**src/rtl/seq_shifter_if.sv**
```systemverilog
// Handshake bundle between the execute-stage controller and the multi-cycle shifter.
// The controller drives the request side; the shifter drives busy/done/result.
interface seq_shifter_if #(
  parameter int WIDTH = 32,
  parameter int SHW   = $clog2(WIDTH)
);
  logic             start;
  logic             flush;
  logic [1:0]       mode;
  logic [WIDTH-1:0] operand;
  logic [SHW-1:0]   shamt;
  logic             busy;
  logic             done;
  logic [WIDTH-1:0] result;

  modport master (
    output start, flush, mode, operand, shamt,
    input  busy, done, result
  );

  modport slave (
    input  start, flush, mode, operand, shamt,
    output busy, done, result
  );
endinterface

```
**src/rtl/seq_shifter.sv**
```systemverilog
// Multi-cycle shifter (SLL/SRL/SRA/ROL) that advances at most MAX_STEP bit positions per
// cycle, plus a protocol checker instantiated alongside it.
module seq_shifter_chk #(
  parameter int WIDTH = 32
) (
  input logic             clk,
  input logic             rst_n,
  input logic             busy,
  input logic             done,
  input logic [WIDTH-1:0] result
);
  // done is a lone pulse outside busy, and result only moves on that pulse
  a_done_not_busy: assert property (@(posedge clk) disable iff (!rst_n) done |-> !busy);
  a_done_pulse:    assert property (@(posedge clk) disable iff (!rst_n) done |=> !done);
  a_result_hold:   assert property (@(posedge clk) disable iff (!rst_n) !$stable(result) |-> done);
endmodule

module seq_shifter #(
  parameter int WIDTH    = 32,
  parameter int MAX_STEP = 4
) (
  input logic          clk,
  input logic          rst_n,
  seq_shifter_if.slave bus
);
  localparam int SHW = $clog2(WIDTH);
  localparam logic [SHW:0] MAX_STEP_W = MAX_STEP[SHW:0];

  localparam logic [1:0] MODE_SLL = 2'b00;
  localparam logic [1:0] MODE_SRL = 2'b01;
  localparam logic [1:0] MODE_ROL = 2'b10;
  localparam logic [1:0] MODE_SRA = 2'b11;

  typedef enum logic [0:0] {
    ST_IDLE = 1'b0,
    ST_RUN  = 1'b1
  } state_t;

  state_t           state_r;
  state_t           state_s;
  logic             accept_s;
  logic             advance_s;
  logic             finish_s;
  logic             abort_s;

  logic [WIDTH-1:0] work_r;
  logic [SHW-1:0]   rem_r;
  logic [1:0]       mode_r;
  logic             busy_r;
  logic             done_r;
  logic [WIDTH-1:0] result_r;

  logic [SHW:0]     rem_ext_s;
  logic [SHW:0]     step_s;
  logic             last_s;
  logic [SHW-1:0]   rem_next_s;
  logic [WIDTH-1:0] shifted_s;

  // Mux of MAX_STEP+1 fixed shifts keeps the per-cycle shifter small.
  function automatic logic [WIDTH-1:0] shift_by(
    input logic [WIDTH-1:0] val,
    input logic [SHW:0]     amt,
    input logic [1:0]       md
  );
    logic [WIDTH-1:0] res;
    res = val;
    for (int k = 1; k <= MAX_STEP; k++) begin
      if (int'(amt) == k) begin
        case (md)
          MODE_SLL: res = val << k;
          MODE_SRL: res = val >> k;
          MODE_SRA: res = $signed(val) >>> k;
          MODE_ROL: res = (val << k) | (val >> (WIDTH - k));
          default:  res = val;
        endcase
      end
    end
    return res;
  endfunction

  // Step size, remaining-count update and shifted value for the current busy cycle
  always_comb begin
    rem_ext_s  = {1'b0, rem_r};
    last_s     = (rem_ext_s <= MAX_STEP_W);
    step_s     = MAX_STEP_W;
    if (last_s) begin
      step_s = rem_ext_s;
    end else begin
      step_s = MAX_STEP_W;
    end
    rem_next_s = rem_r - step_s[SHW-1:0];
    shifted_s  = shift_by(work_r, step_s, mode_r);
  end

  // Next-state and control decode; flush outranks completion, start wins when idle
  always_comb begin
    state_s   = state_r;
    accept_s  = 1'b0;
    advance_s = 1'b0;
    finish_s  = 1'b0;
    abort_s   = 1'b0;
    case (state_r)
      ST_IDLE: begin
        if (bus.start) begin
          state_s  = ST_RUN;
          accept_s = 1'b1;
        end else begin
          state_s = ST_IDLE;
        end
      end
      ST_RUN: begin
        if (bus.flush) begin
          state_s = ST_IDLE;
          abort_s = 1'b1;
        end else if (last_s) begin
          state_s  = ST_IDLE;
          finish_s = 1'b1;
        end else begin
          state_s   = ST_RUN;
          advance_s = 1'b1;
        end
      end
      default: begin
        state_s = ST_IDLE;
      end
    endcase
  end

  // State register
  always_ff @(posedge clk or negedge rst_n) begin
    if (!rst_n) begin
      state_r <= ST_IDLE;
    end else begin
      state_r <= state_s;
    end
  end

  // Datapath and registered outputs
  always_ff @(posedge clk or negedge rst_n) begin
    if (!rst_n) begin
      work_r   <= {WIDTH{1'b0}};
      rem_r    <= {SHW{1'b0}};
      mode_r   <= 2'b00;
      busy_r   <= 1'b0;
      done_r   <= 1'b0;
      result_r <= {WIDTH{1'b0}};
    end else begin
      busy_r <= (state_s == ST_RUN);
      done_r <= finish_s;
      if (accept_s) begin
        work_r <= bus.operand;
        rem_r  <= bus.shamt;
        mode_r <= bus.mode;
      end else if (abort_s) begin
        rem_r <= {SHW{1'b0}};
      end else if (advance_s || finish_s) begin
        work_r <= shifted_s;
        rem_r  <= rem_next_s;
      end else begin
        work_r <= work_r;
      end
      if (finish_s) begin
        result_r <= shifted_s;
      end else begin
        result_r <= result_r;
      end
    end
  end

  assign bus.busy   = busy_r;
  assign bus.done   = done_r;
  assign bus.result = result_r;

  seq_shifter_chk #(.WIDTH(WIDTH)) u_chk (
    .clk    (clk),
    .rst_n  (rst_n),
    .busy   (busy_r),
    .done   (done_r),
    .result (result_r)
  );
endmodule
```
**src/flat_wrapper.sv**
```systemverilog
// flat-port wrapper written by rule: the top's interface ports become plain ports
module seq_shifter_flat 
#(
  parameter int WIDTH    = 32,
  parameter int MAX_STEP = 4
)
  (clk, rst_n, bus_start, bus_flush, bus_mode, bus_operand, bus_shamt, bus_busy, bus_done, bus_result);
  seq_shifter_if #(.WIDTH(WIDTH)) bus_i ();
  input logic clk;
  input logic rst_n;
  input wire logic [$bits(bus_i.start)-1:0] bus_start;
  input wire logic [$bits(bus_i.flush)-1:0] bus_flush;
  input wire logic [$bits(bus_i.mode)-1:0] bus_mode;
  input wire logic [$bits(bus_i.operand)-1:0] bus_operand;
  input wire logic [$bits(bus_i.shamt)-1:0] bus_shamt;
  output wire logic [$bits(bus_i.busy)-1:0] bus_busy;
  output wire logic [$bits(bus_i.done)-1:0] bus_done;
  output wire logic [$bits(bus_i.result)-1:0] bus_result;
  assign bus_i.start = bus_start;
  assign bus_i.flush = bus_flush;
  assign bus_i.mode = bus_mode;
  assign bus_i.operand = bus_operand;
  assign bus_i.shamt = bus_shamt;
  assign bus_busy = bus_i.busy;
  assign bus_done = bus_i.done;
  assign bus_result = bus_i.result;
  seq_shifter #(.WIDTH(WIDTH), .MAX_STEP(MAX_STEP)) u_core (.clk(clk), .rst_n(rst_n), .bus(bus_i));
endmodule
```
**config.mk**
```make
export PLATFORM = sky130hd
export DESIGN_NAME = seq_shifter_flat
export DESIGN_NICKNAME = d
export VERILOG_FILES = /design/src/rtl/seq_shifter_if.sv /design/src/rtl/seq_shifter.sv /design/src/flat_wrapper.sv
export SDC_FILE = /design/constraint.sdc
export NUM_CORES = 1
export LEC_CHECK = 0
export CAP_MARGIN = 10
export CORE_MARGIN = 4
export CORE_UTILIZATION = 65
export CTS_CLUSTER_SIZE = 8
export DETAILED_ROUTE_END_ITERATION = 16
export DONT_BUFFER_PORTS = 1
export PLACE_DENSITY = 0.88
export SYNTH_ARGS = -nofsm -noshare
export SYNTH_HDL_FRONTEND = slang
export SYNTH_HIERARCHICAL = 1
export SYNTH_SLANG_ARGS = --single-unit
```
**constraint.sdc**
```tcl
create_clock -name clk -period 2.2 [get_ports clk]
set_input_delay 0.11 -clock clk [delete_from_list [all_inputs] [get_ports clk]]
set_output_delay 0.11 -clock clk [all_outputs]
set_load 0.005 [all_outputs]
```
# After elaboration in Yosys (flattened, before gate mapping)

Index checks and enable logic that the tools add are counted.
W data, S select, Z words.

Bits of input ports: 43
Output and inout port bits: 34
Bits in registers: 73
Logic and storage cells: 52

Eq/ne operators: 8
Magnitude comparators: 1
Multiplexer cells: 26
Bitwise operators: 5
Reduce and logical (&&, ||, !) cells: 5
$add $sub $neg: 1

Operator list:

| cell                 | number |
|---|---|
| $pmux W32 S4         | 4 |
| $mux W32             | 7 |
| $or A32 B1 Y32       | 1 |
| $or A32 B2 Y32       | 1 |
| $or A32 B3 Y32       | 1 |
| $or A32 B4 Y32       | 1 |
| $mux W5              | 4 |
| $eq A6 B3 Y1 const B | 2 |
| $mux W1              | 10 |
| $eq A6 B4 Y1 const B | 1 |
| $eq A5 B1 Y1 const B | 1 |
| $le A5 B3 Y1 const B | 1 |
| $sub A5 B5 Y5        | 1 |
| $eq A2 B2 Y1 const B | 2 |
| $reduce_bool A3 Y1   | 1 |
| $eq A2 B1 Y1 const B | 1 |
| $logic_not A2 Y1     | 1 |
| $ne A2 B1 Y1 const B | 1 |
| $pmux W1 S2          | 1 |
| $reduce_and A2 Y1    | 1 |
| $reduce_bool A2 Y1   | 1 |
| $logic_or A1 B1 Y1   | 1 |
| $not A1 Y1           | 1 |

# Logic depth before layout (Yosys ltp)

Gate-level depths: netlist of run 1.

Word-level depth: 10
Depth in mapped cells: 10
Depth with buffers taken out: 8

# Least setup slack after synthesis of run 1

Ideal clock, no wire load.

Path type: flip-flop to flip-flop
From: register u_core.rem_r[3]
To: register u_core.rem_r[1]
Data required time: 2.069 ns
Buffers on the path: 2
Path slack: 0.519 ns
Library setup time: 0.131 ns
Data arrival time: 1.550 ns
Cell stages (with the launch flop): 8
Clock period less this slack: 1.681 ns
Cell sequence: dfrtp_1 > or3_1 > buf_2 > buf_1 > nand2_1 > ha_1 > nand2_1 > o21ai_0

Word-level cells in the longest chain between the ends: 6
Elaborated cells on any way between the ends: 14
Classes of those cells: 1 x add/sub; 1 x order compare; 10 x mux; 2 x reduce/logical

RTL lines:

| item                                                 | RTL line                               | RTL |
|---|---|---|
| from (decl)                                          | seq_shifter.sv:47                      | `logic [SHW-1:0] rem_r;` |
| from (signal assigned)                               | seq_shifter.sv:142                     | `rem_r <= {SHW{1'b0}};` |
| from (signal assigned)                               | seq_shifter.sv:152                     | `rem_r <= bus.shamt;` |
| from (signal assigned)                               | seq_shifter.sv:155                     | `rem_r <= {SHW{1'b0}};` |
| $le A5 B3 Y1 (*)                                     | seq_shifter.sv:84                      | `last_s = (rem_ext_s <= MAX_STEP_W);` |
| $mux W5 / $mux W1 (equally long branches)            | seq_shifter.sv:86, seq_shifter.sv:115  |  |
| $sub A5 B5 Y5 / $mux W1 (equally long branches)      | seq_shifter.sv:91, seq_shifter.sv:112  |  |
| $mux W5 / $mux W1 (equally long branches)            | seq_shifter.sv:156, seq_shifter.sv:102 |  |
| $mux W5 / $logic_or A1 B1 Y1 (equally long branches) | seq_shifter.sv:154, seq_shifter.sv:156 |  |
| $mux W5 / $reduce_bool A3 Y1 (equally long branches) | --                                     |  |

Mark *: on every way between the ends. The rest lies on a longest branch, timed or not. The select of a mux whose other input is x is not followed.
A chain may end at the register's enable or synchronous reset.

==> flow_summary.ini, run 1 <==
[layout]
final_area_um2 = 5750
seq_area_um2 = 1830
layout_commonest_cell = nand2_1
num_antenna_cells = 0
final_cell_mix = nand2_1 (88), dfrtp_1 (69), o21ai_1 (49)
multiInputGateArea_um2 = 3120
finish.net_count = 610
syn2layout_area_growth_pct = 9.19
drive_above_1_share_pct = 17.2
nFillCells = 537

[floorplan]
core_um2 = 7810
io_pins = 77
die_w_um = 98.0
rows = 32
start_util_pct = 67.5
die_area_um2 = 9610
die_h_um = 98.0

[logic_synthesis]
synth_simple_gate_area_share_pct = 16.0
synthArstFlopShare_pct = 100
synth_seq_cells = 73
synth_top_family_by_area = compound AO/OA/AOI/OAI gates
synth_xor_xnor_area_share_pct = 0.166
synth_warnings = 6
synth-adder-area-share_pct = 0.475
synth_nets = 616
synthMuxAreaShare_pct = 16.4
yosysSeqAreaShare_pct = 34.7
synth_edf_count = 0
avgSynthCellArea_um2 = 9.22
synth_ff_type = dfrtp_1
yosysUniqueCellTypes = 45
netlist_area_um2 = 5270
synth-compound-area-share_pct = 25.8
syn_inst = 571

[sta]
slew_violations = 0
finalCritPeriodShare_pct = 96.4
relSlewSlack_pct = 51.2
clock_skew_ns = 0.0113
tightest_slew_ns = 0.726
period_minus_slack_ns = 2.12
fin_ws_ns = 0.0801
setup_violations = 0
fin_setup_tns_ns = 0
hold_viol_final = 0
grt_setup_unrepaired = false
fmax_mhz = 472

[worst_setup_path]
crit_path_end_kind = register
cpMaxStageDelayCell = dlygate4sd3_1
critPathMaxStageDelay_ns = 0.55
critPathBufInv = 2
critPathTopFamily = buffers and inverters
path_cells = nor2b_2, buf_4, o21ai_0, nand3b_1, o211a_1, dlygate4sd3_1
crit_required_ns = 2.50
critPathLaunchType = register
cp_data_arrival_time_ns = 2.42
worstPathMaxFanout = 21
criticalPathCategory = reg2reg

[clocking]
clockRootBuffer = clkbuf_8
clk_pin_slew_worst_paths_ns = 0.08
cts_buffers = 9
clk_latency_ns = 0.36
clock_sinks = 73
clk_path_buf_depth = 2
htreeDepth = 3
cts_tree = done

[status]
status = completed

[global_routing]
antenna_found_initial = 0
grt_pass1_wl_um = 23000
grt_max_degree = 74
grt_use_total_pct = 29.0
grt_overflow = 0
grt_pass1_vias = 4458

[route]
ant_nets = 0
drt_iter0_drc = 675
vias_per_cell = 7.13
drtPass1Iterations = 7
wl_um = 13900
vias = 4791
drt-wirelength-per-cell_um = 20.7
remaining_drc_errors = 0

[power_and_ir_drop]
p_per_area_nw_per_um2 = 1520
p_leak_nw = 2.23
worst_ir_drop_vdd_mv = 0.780

[place]
dpl.hpwl_um = 8810
gp_congestion = 0.937
post-place-ws_ns = 0.213
portBuffers = 0
place_area_um2 = 5270

[flow_run]
cap_violations = 0

[min_path]
holdCritPathClass = in2reg
sequential cells by signal, summed over array words and instances (netlist names):
| name | cells |
|---|---|
| u_core/bus.result | 32 |
| u_core/work_r | 32 |
| u_core/rem_r | 5 |
| u_core/mode_r | 2 |
| u_core/bus.busy | 1 |
| u_core/bus.done | 1 |
where the power goes:
part           total, mW  leakage (nW)  switching, mW  internal (mW)
logic               4.60          1.22           2.41           2.19
registers           3.00         0.898           1.05           1.95
clock network       1.17         0.109          0.533          0.638
total               8.77          2.23           3.99           4.78
cells by family (layout without fill, tap and decap cells):
| kind of cell | Yosys count | in the layout |
|---|---|---|
| AOI/OAI and AO/OA | 196 | 196 |
| xor gates and xnor gates | 1 | 1 |
| adders and majority gates | 2 | 2 |
| buffers and inverters | 60 | 59 |
| DFF | 73 | 73 |
| muxes | 51 | 51 |
| other | 2 | 2 |
| and+or+nand+nor | 186 | 186 |
synthesized netlist by cell type (22+ instances only):
cell type   n  share of area [%]
a211oi_1   36                5.1
a311oi_1   29                4.8
clkbuf_1   24                1.7
dfrtp_1    73                 35
mux2_2     22                4.7
mux4_2     26                 11
nand2_1    88                6.3
nand2b_1   31                3.7
nor2_1     38                2.7
o21ai_1    49                4.7
layer usage:
layer  track usage (%)  share of wire, %  vias up
met1              39.5                38     2240
met3              6.71                11       63
met4              8.95               3.1        0
li1                  -                 -     2140
met2              46.5                48      348
met5                 0                 0        -
repair_timing:
action | CTS | global route
gates resized for setup | 0 | 2
hold buffers | 23 | 1
endpoints found under the hold margin | 92 | 1
setup endpoints to repair | 0 | 1
buffers inserted | 0 | 0
per-stage QoR:
step	std cells	util [%]	power, mW	hold WS [ns]
global placement	632	67.5	7.15	-0.183
floorplan	571	-	6.33	-0.186
detailed placement	632	67.5	7.34	-0.183
finish	672	73.7	8.77	0.00808
CTS	671	73.5	8.64	0.00519
global route	672	73.7	9.36	0.000851
final timing paths:
| kind | startpoint | endpoint | slack [ns] | cells past startpoint |
|---|---|---|---|---|
| worst max-delay path | u_core/bus.busy$_DFF_PN0_ | u_core/rem_r[2]$_DFFE_PN0P_ | 0.08 | 6 |
| worst min-delay path | bus_operand[9] | u_core/work_r[9]$_DFFE_PN0P_ | 0.008 | 3 |
| worst max register to register | u_core/bus.busy$_DFF_PN0_ | u_core/rem_r[2]$_DFFE_PN0P_ | 0.08 | 6 |
| worst min register to register | u_core/bus.result[7]$_DFFE_PN0P_ | u_core/bus.result[7]$_DFFE_PN0P_ | 0.52 | 2 |
| max in group asynchronous | rst_n | u_core/rem_r[0]$_DFFE_PN0P_ | 1.59 | 2 |
| min in group asynchronous | rst_n | u_core/work_r[9]$_DFFE_PN0P_ | 0.30 | 2 |
cell type report:
type | instances | area share [%]
tap | 102 | 2.22
sequential | 73 | 31.9
inverter | 4 | 0.261
timing repair buffer | 39 | 7.53
clock buffer | 9 | 2.15
multi-input combinational | 438 | 54.3
clock inverter | 7 | 1.65
worst register-to-register path, stage by stage (launching register included):
cell	delay [ns]
dfrtp_2	0.48
nor2b_2	0.30
buf_4	0.32
o21ai_0	0.17
nand3b_1	0.11
o211a_1	0.13
dlygate4sd3_1	0.55
Power figures use the tool's default switching activity.
==> run 2: changes to the inputs <==
--- a/config.mk
+++ b/config.mk
@@ -6,7 +6,6 @@
 export NUM_CORES = 1
 export LEC_CHECK = 0
 export CAP_MARGIN = 10
-export CORE_MARGIN = 4
 export CORE_UTILIZATION = 65
 export CTS_CLUSTER_SIZE = 8
 export DETAILED_ROUTE_END_ITERATION = 16
==> run 2 against run 1 <==
Compared with the run above: global-route usage rose by 4.8 points; setup slack better by 0.069 ns; die area is 12% lower; critical endpoint is now u_core/bus.result[28]$_DFFE_PN0P_.
==> flow_summary.ini, run 2 (synthesized netlist as in run 1, its figures left out) <==
[clocking]
ctsResizeCount = 0
clk_latency_ns = 0.35
clk_pin_slew_worst_paths_ns = 0.08
clock_sinks = 73
clk_path_buf_depth = 2
hold_buffers = 20
clockRootBuffer = clkbuf_8
htreeDepth = 3
cts_setup_buffers = 0
cts_tree = done
cts_buffers = 9

[place]
portBuffers = 0
dpl.hpwl_um = 8770
post-place-ws_ns = 0.180
place_area_um2 = 5310
gp_congestion = 0.875

[route]
drt_iter0_drc = 511
wl_um = 13800
drtPass1Iterations = 8
vias_per_cell = 7.18
drt-wirelength-per-cell_um = 20.6
vias = 4820
remaining_drc_errors = 0
ant_nets = 0

[sta]
fin_setup_tns_ns = 0
hold_viol_final = 0
slew_violations = 0
grt_setup_unrepaired = false
hold_ws_ns = 0.0121
setup_violations = 0
finalCritPeriodShare_pct = 93.2
fin_ws_ns = 0.149
fmax_mhz = 488
clock_skew_ns = 0.0117
relSlewSlack_pct = 55.9
period_minus_slack_ns = 2.05
tightest_slew_ns = 0.656

[floorplan]
rows = 32
die_area_um2 = 8470
io_pins = 77
start_util_pct = 67.8
die_w_um = 92.0
core_um2 = 7770
die_h_um = 92.0

[power_and_ir_drop]
p_leak_nw = 2.25
p_per_area_nw_per_um2 = 1550
worst_ir_drop_vdd_mv = 0.792

[status]
status = completed

[worst_setup_path]
cp_data_arrival_time_ns = 2.28
path_cells = or3_2, buf_12, a211oi_1, a31o_2, o21ai_1
critPathMaxStageDelay_ns = 0.76
rr_worst_depth = 5
worstPathMaxFanout = 23
cpMaxStageDelayCell = or3_2
criticalPathCategory = reg2reg
path_depth = 5
critPathBufInv = 1
crit_path_end_kind = register
crit_required_ns = 2.43
critPathLaunchType = register
critPathTopFamily = simple AND/OR/NAND/NOR gates

[min_path]
whs_path_depth = 3
holdCritPathClass = in2reg

[layout]
syn2layout_area_growth_pct = 9.22
layout_commonest_cell = nand2_1
final_area_um2 = 5750
final_cell_mix = nand2_1 (88), dfrtp_1 (70), o21ai_1 (49)
num_antenna_cells = 0
final_util_pct = 74.0
drive_above_1_share_pct = 17.2
finish.net_count = 609

[global_routing]
grt_pass1_vias = 4526
grt_max_degree = 74
grt_pass1_wl_um = 22500
grt_overflow = 0
antenna_found_initial = 0
grt_use_total_pct = 33.8

[flow_run]
cap_violations = 0
run 2: changes by cell type in the layout (fill, tap and decap cells not counted), moves of 2 or more:
cell | previous run | this run
dlygate4sd3_1 | 23 | 19
clkinv_4 | 2 | 0
clkbuf_8 | 9 | 11
buf_4 | 10 | 12
run 2: report_power, final:
| part | total [mW] | internal, mW | leakage [nW] | switching, mW |
|---|---|---|---|---|
| Combinational | 4.67 | 2.23 | 1.23 | 2.44 |
| Clock | 1.21 | 0.703 | 0.117 | 0.505 |
| Sequential | 3.01 | 1.95 | 0.899 | 1.07 |
run 2: layout make-up:
type,instances,area (µm²)
inverter,4,15.0
tap,102,128
timing repair buffer,38,428
sequential,73,1830
multi-input combinational,438,3120
clock buffer,12,155
fill,528,2020
clock inverter,4,73.8
run 2: worst register-to-register path: cells and delay by family (launching register included):
kind	cells	cell delay, ns
AO/OA/AOI/OAI	3	0.48
buffers and inverters	1	0.26
flip-flops	1	0.44
AND/OR/NAND/NOR	1	0.76
run 2: per-layer routing:
metal / global-route usage (%) / wire length (µm) / vias up / share of wire, %
met5: 0 / 0 / - / 0
met4: 13.8 / 386 / 0 / 2.8
met3: 8.21 / 1390 / 44 / 10
met2: 52.1 / 6600 / 367 / 48
met1: 46.1 / 5420 / 2280 / 39
li1: - / - / 2129 / -
run 2: per-stage QoR:
step | std cells | power, mW
floorplan | 571 | 6.33
global placement | 635 | 7.20
finish | 671 | 8.90
CTS | 671 | 8.75
global route | 671 | 9.46
detailed placement | 635 | 7.41
run 2: path summary, 6_finish.rpt:
path                                                      to                              from  slack (ns)
hold / removal                 u_core/work_r[14]$_DFFE_PN0P_                   bus_operand[14]        0.01
min in group asynchronous  u_core/bus.result[11]$_DFFE_PN0P_                             rst_n        0.28
max in group asynchronous        u_core/rem_r[0]$_DFFE_PN0P_                             rst_n        1.56
hold reg to reg             u_core/bus.result[5]$_DFFE_PN0P_  u_core/bus.result[5]$_DFFE_PN0P_        0.52
setup / recovery           u_core/bus.result[28]$_DFFE_PN0P_       u_core/rem_r[3]$_DFFE_PN0P_        0.15
setup reg to reg           u_core/bus.result[28]$_DFFE_PN0P_       u_core/rem_r[3]$_DFFE_PN0P_        0.15
==> run 3: changes to the inputs <==
--- a/config.mk
+++ b/config.mk
@@ -6,11 +6,13 @@
 export NUM_CORES = 1
 export LEC_CHECK = 0
 export CAP_MARGIN = 10
-export CORE_UTILIZATION = 65
+export CELL_PAD_IN_SITES_DETAIL_PLACEMENT = 0
+export CELL_PAD_IN_SITES_GLOBAL_PLACEMENT = 1
+export CORE_UTILIZATION = 49
 export CTS_CLUSTER_SIZE = 8
 export DETAILED_ROUTE_END_ITERATION = 16
 export DONT_BUFFER_PORTS = 1
-export PLACE_DENSITY = 0.88
+export PLACE_DENSITY = 0.87
 export SYNTH_ARGS = -nofsm -noshare
 export SYNTH_HDL_FRONTEND = slang
 export SYNTH_HIERARCHICAL = 1
==> run 3 against run 2 <==
Compared with the run above: power decreased by 1.7%; global-route usage decreased by 8.7 points; setup slack improved by 0.053 ns; via count decreased by 5.0%; highest routed layer unchanged; critical endpoint is now u_core/rem_r[2]$_DFFE_PN0P_; sequential share of layout area decreased by 0.76 points; core utilization decreased by 17 points.
==> flow_summary.ini, run 3 (synthesized netlist as in run 1, its figures left out) <==
[place]
dpl.hpwl_um = 9070
post-place-ws_ns = 0.249
portBuffers = 0
dpl.cell_count = 672
gp_congestion = 0.883
place_area_um2 = 5360

[sta]
fin_setup_tns_ns = 0
grt_setup_unrepaired = false
hold_ws_ns = 0.0178
hold_viol_final = 0
fin_ws_ns = 0.203
period_minus_slack_ns = 2.00
clock_skew_ns = 0.00587
slew_violations = 0
relSlewSlack_pct = 66.1
fmax_mhz = 501
setup_violations = 0
finalCritPeriodShare_pct = 90.8
tightest_slew_ns = 0.509

[power_and_ir_drop]
p_leak_nw = 2.28
total_power_mw = 8.75
worst_ir_drop_vdd_mv = 0.671
p_per_area_nw_per_um2 = 1480

[min_path]
holdCritPathClass = in2reg

[worst_setup_path]
crit_required_ns = 2.49
critPathLaunchType = register
cp_data_arrival_time_ns = 2.29
cpMaxStageDelayCell = dlygate4sd3_1
path_cells = nor2b_1, buf_4, o21ai_0, nand3b_1, dlygate4sd3_1, o211a_1
criticalPathCategory = reg2reg
crit_path_end_kind = register
critPathMaxStageDelay_ns = 0.54
worstPathMaxFanout = 23

[route]
vias = 4581
wl_um = 13300
remaining_drc_errors = 0
drtPass1Iterations = 4
ant_nets = 0
vias_per_cell = 6.39
drt-wirelength-per-cell_um = 18.5
drt_iter0_drc = 311

[flow_run]
cap_violations = 0

[layout]
layout_commonest_cell = nand2_1
nFillCells = 920
final_util_pct = 56.9
finalNonFillerCells = 717
finish.net_count = 621
num_antenna_cells = 0
drive_above_1_share_pct = 17.6
seq_area_um2 = 1830
final_cell_mix = nand2_1 (88), dfrtp_1 (69), o21ai_1 (49)
final_area_um2 = 5900
syn2layout_area_growth_pct = 12.0
multiInputGateArea_um2 = 3120

[clocking]
htreeDepth = 3
clk_latency_ns = 0.35
cts_buffers = 9
clock_sinks = 73
cts_setup_buffers = 0
clk_path_buf_depth = 2
clk_pin_slew_worst_paths_ns = 0.07
clockRootBuffer = clkbuf_8
cts_tree = done

[floorplan]
start_util_pct = 50.8
core_um2 = 10400
die_w_um = 106
rows = 37
io_pins = 77
die_area_um2 = 11200
die_h_um = 106

[global_routing]
grt_overflow = 0
antenna_found_initial = 0
grt_max_degree = 74
grt_pass1_vias = 4457
grt_use_total_pct = 25.1
grt_pass1_wl_um = 22500

[status]
status = completed
-- run 3: critical path, delay by kind of cell (launching register included) --
kind	cells	cell delay [ns]
AOI/OAI and AO/OA	2	0.27
and+or+nand+nor	2	0.36
DFF	1	0.46
buffers and inverters	2	0.85
-- run 3: final timing paths --
path                                                        from                           endpoint  slack, ns  cells past startpoint
worst max-delay path                   u_core/bus.busy$_DFF_PN0_        u_core/rem_r[2]$_DFFE_PN0P_       0.20                      6
worst min-delay path                             bus_operand[21]      u_core/work_r[21]$_DFFE_PN0P_       0.02                      3
worst max register to register         u_core/bus.busy$_DFF_PN0_        u_core/rem_r[2]$_DFFE_PN0P_       0.20                      6
worst min register to register  u_core/bus.result[3]$_DFFE_PN0P_   u_core/bus.result[3]$_DFFE_PN0P_       0.52                      2
max in group asynchronous                                  rst_n        u_core/rem_r[0]$_DFFE_PN0P_       1.59                      2
min in group asynchronous                                  rst_n  u_core/bus.result[12]$_DFFE_PN0P_       0.31                      2
-- run 3: area by class of cell --
cell class / count / area share (%)
sequential: 73 / 31.1
clock buffer: 12 / 2.63
tap: 136 / 2.89
multi-input combinational: 438 / 52.9
inverter: 4 / 0.255
timing repair buffer: 50 / 8.95
clock inverter: 4 / 1.27
-- run 3: timing repair --
action / CTS / global route
endpoints found under the setup margin: 0 / 1
gates resized for setup: 0 / 1
hold buffers: 29 / 0
hold endpoints to repair: 98 / 0
-- run 3: report_power, final --
group	internal (mW)	switching, mW
clock network	0.701	0.499
registers	1.95	1.03
logic	2.23	2.34
total	4.88	3.86
-- run 3: per-layer routing --
layer  GRT usage, %  share of wire (%)  vias to the layer above
met5              0                  0                        -
li1               -                  -                     2158
met2           40.9                 48                      179
met1           33.5                 43                     2229
met4           8.53                1.6                        0
met3           5.01                6.8                       15
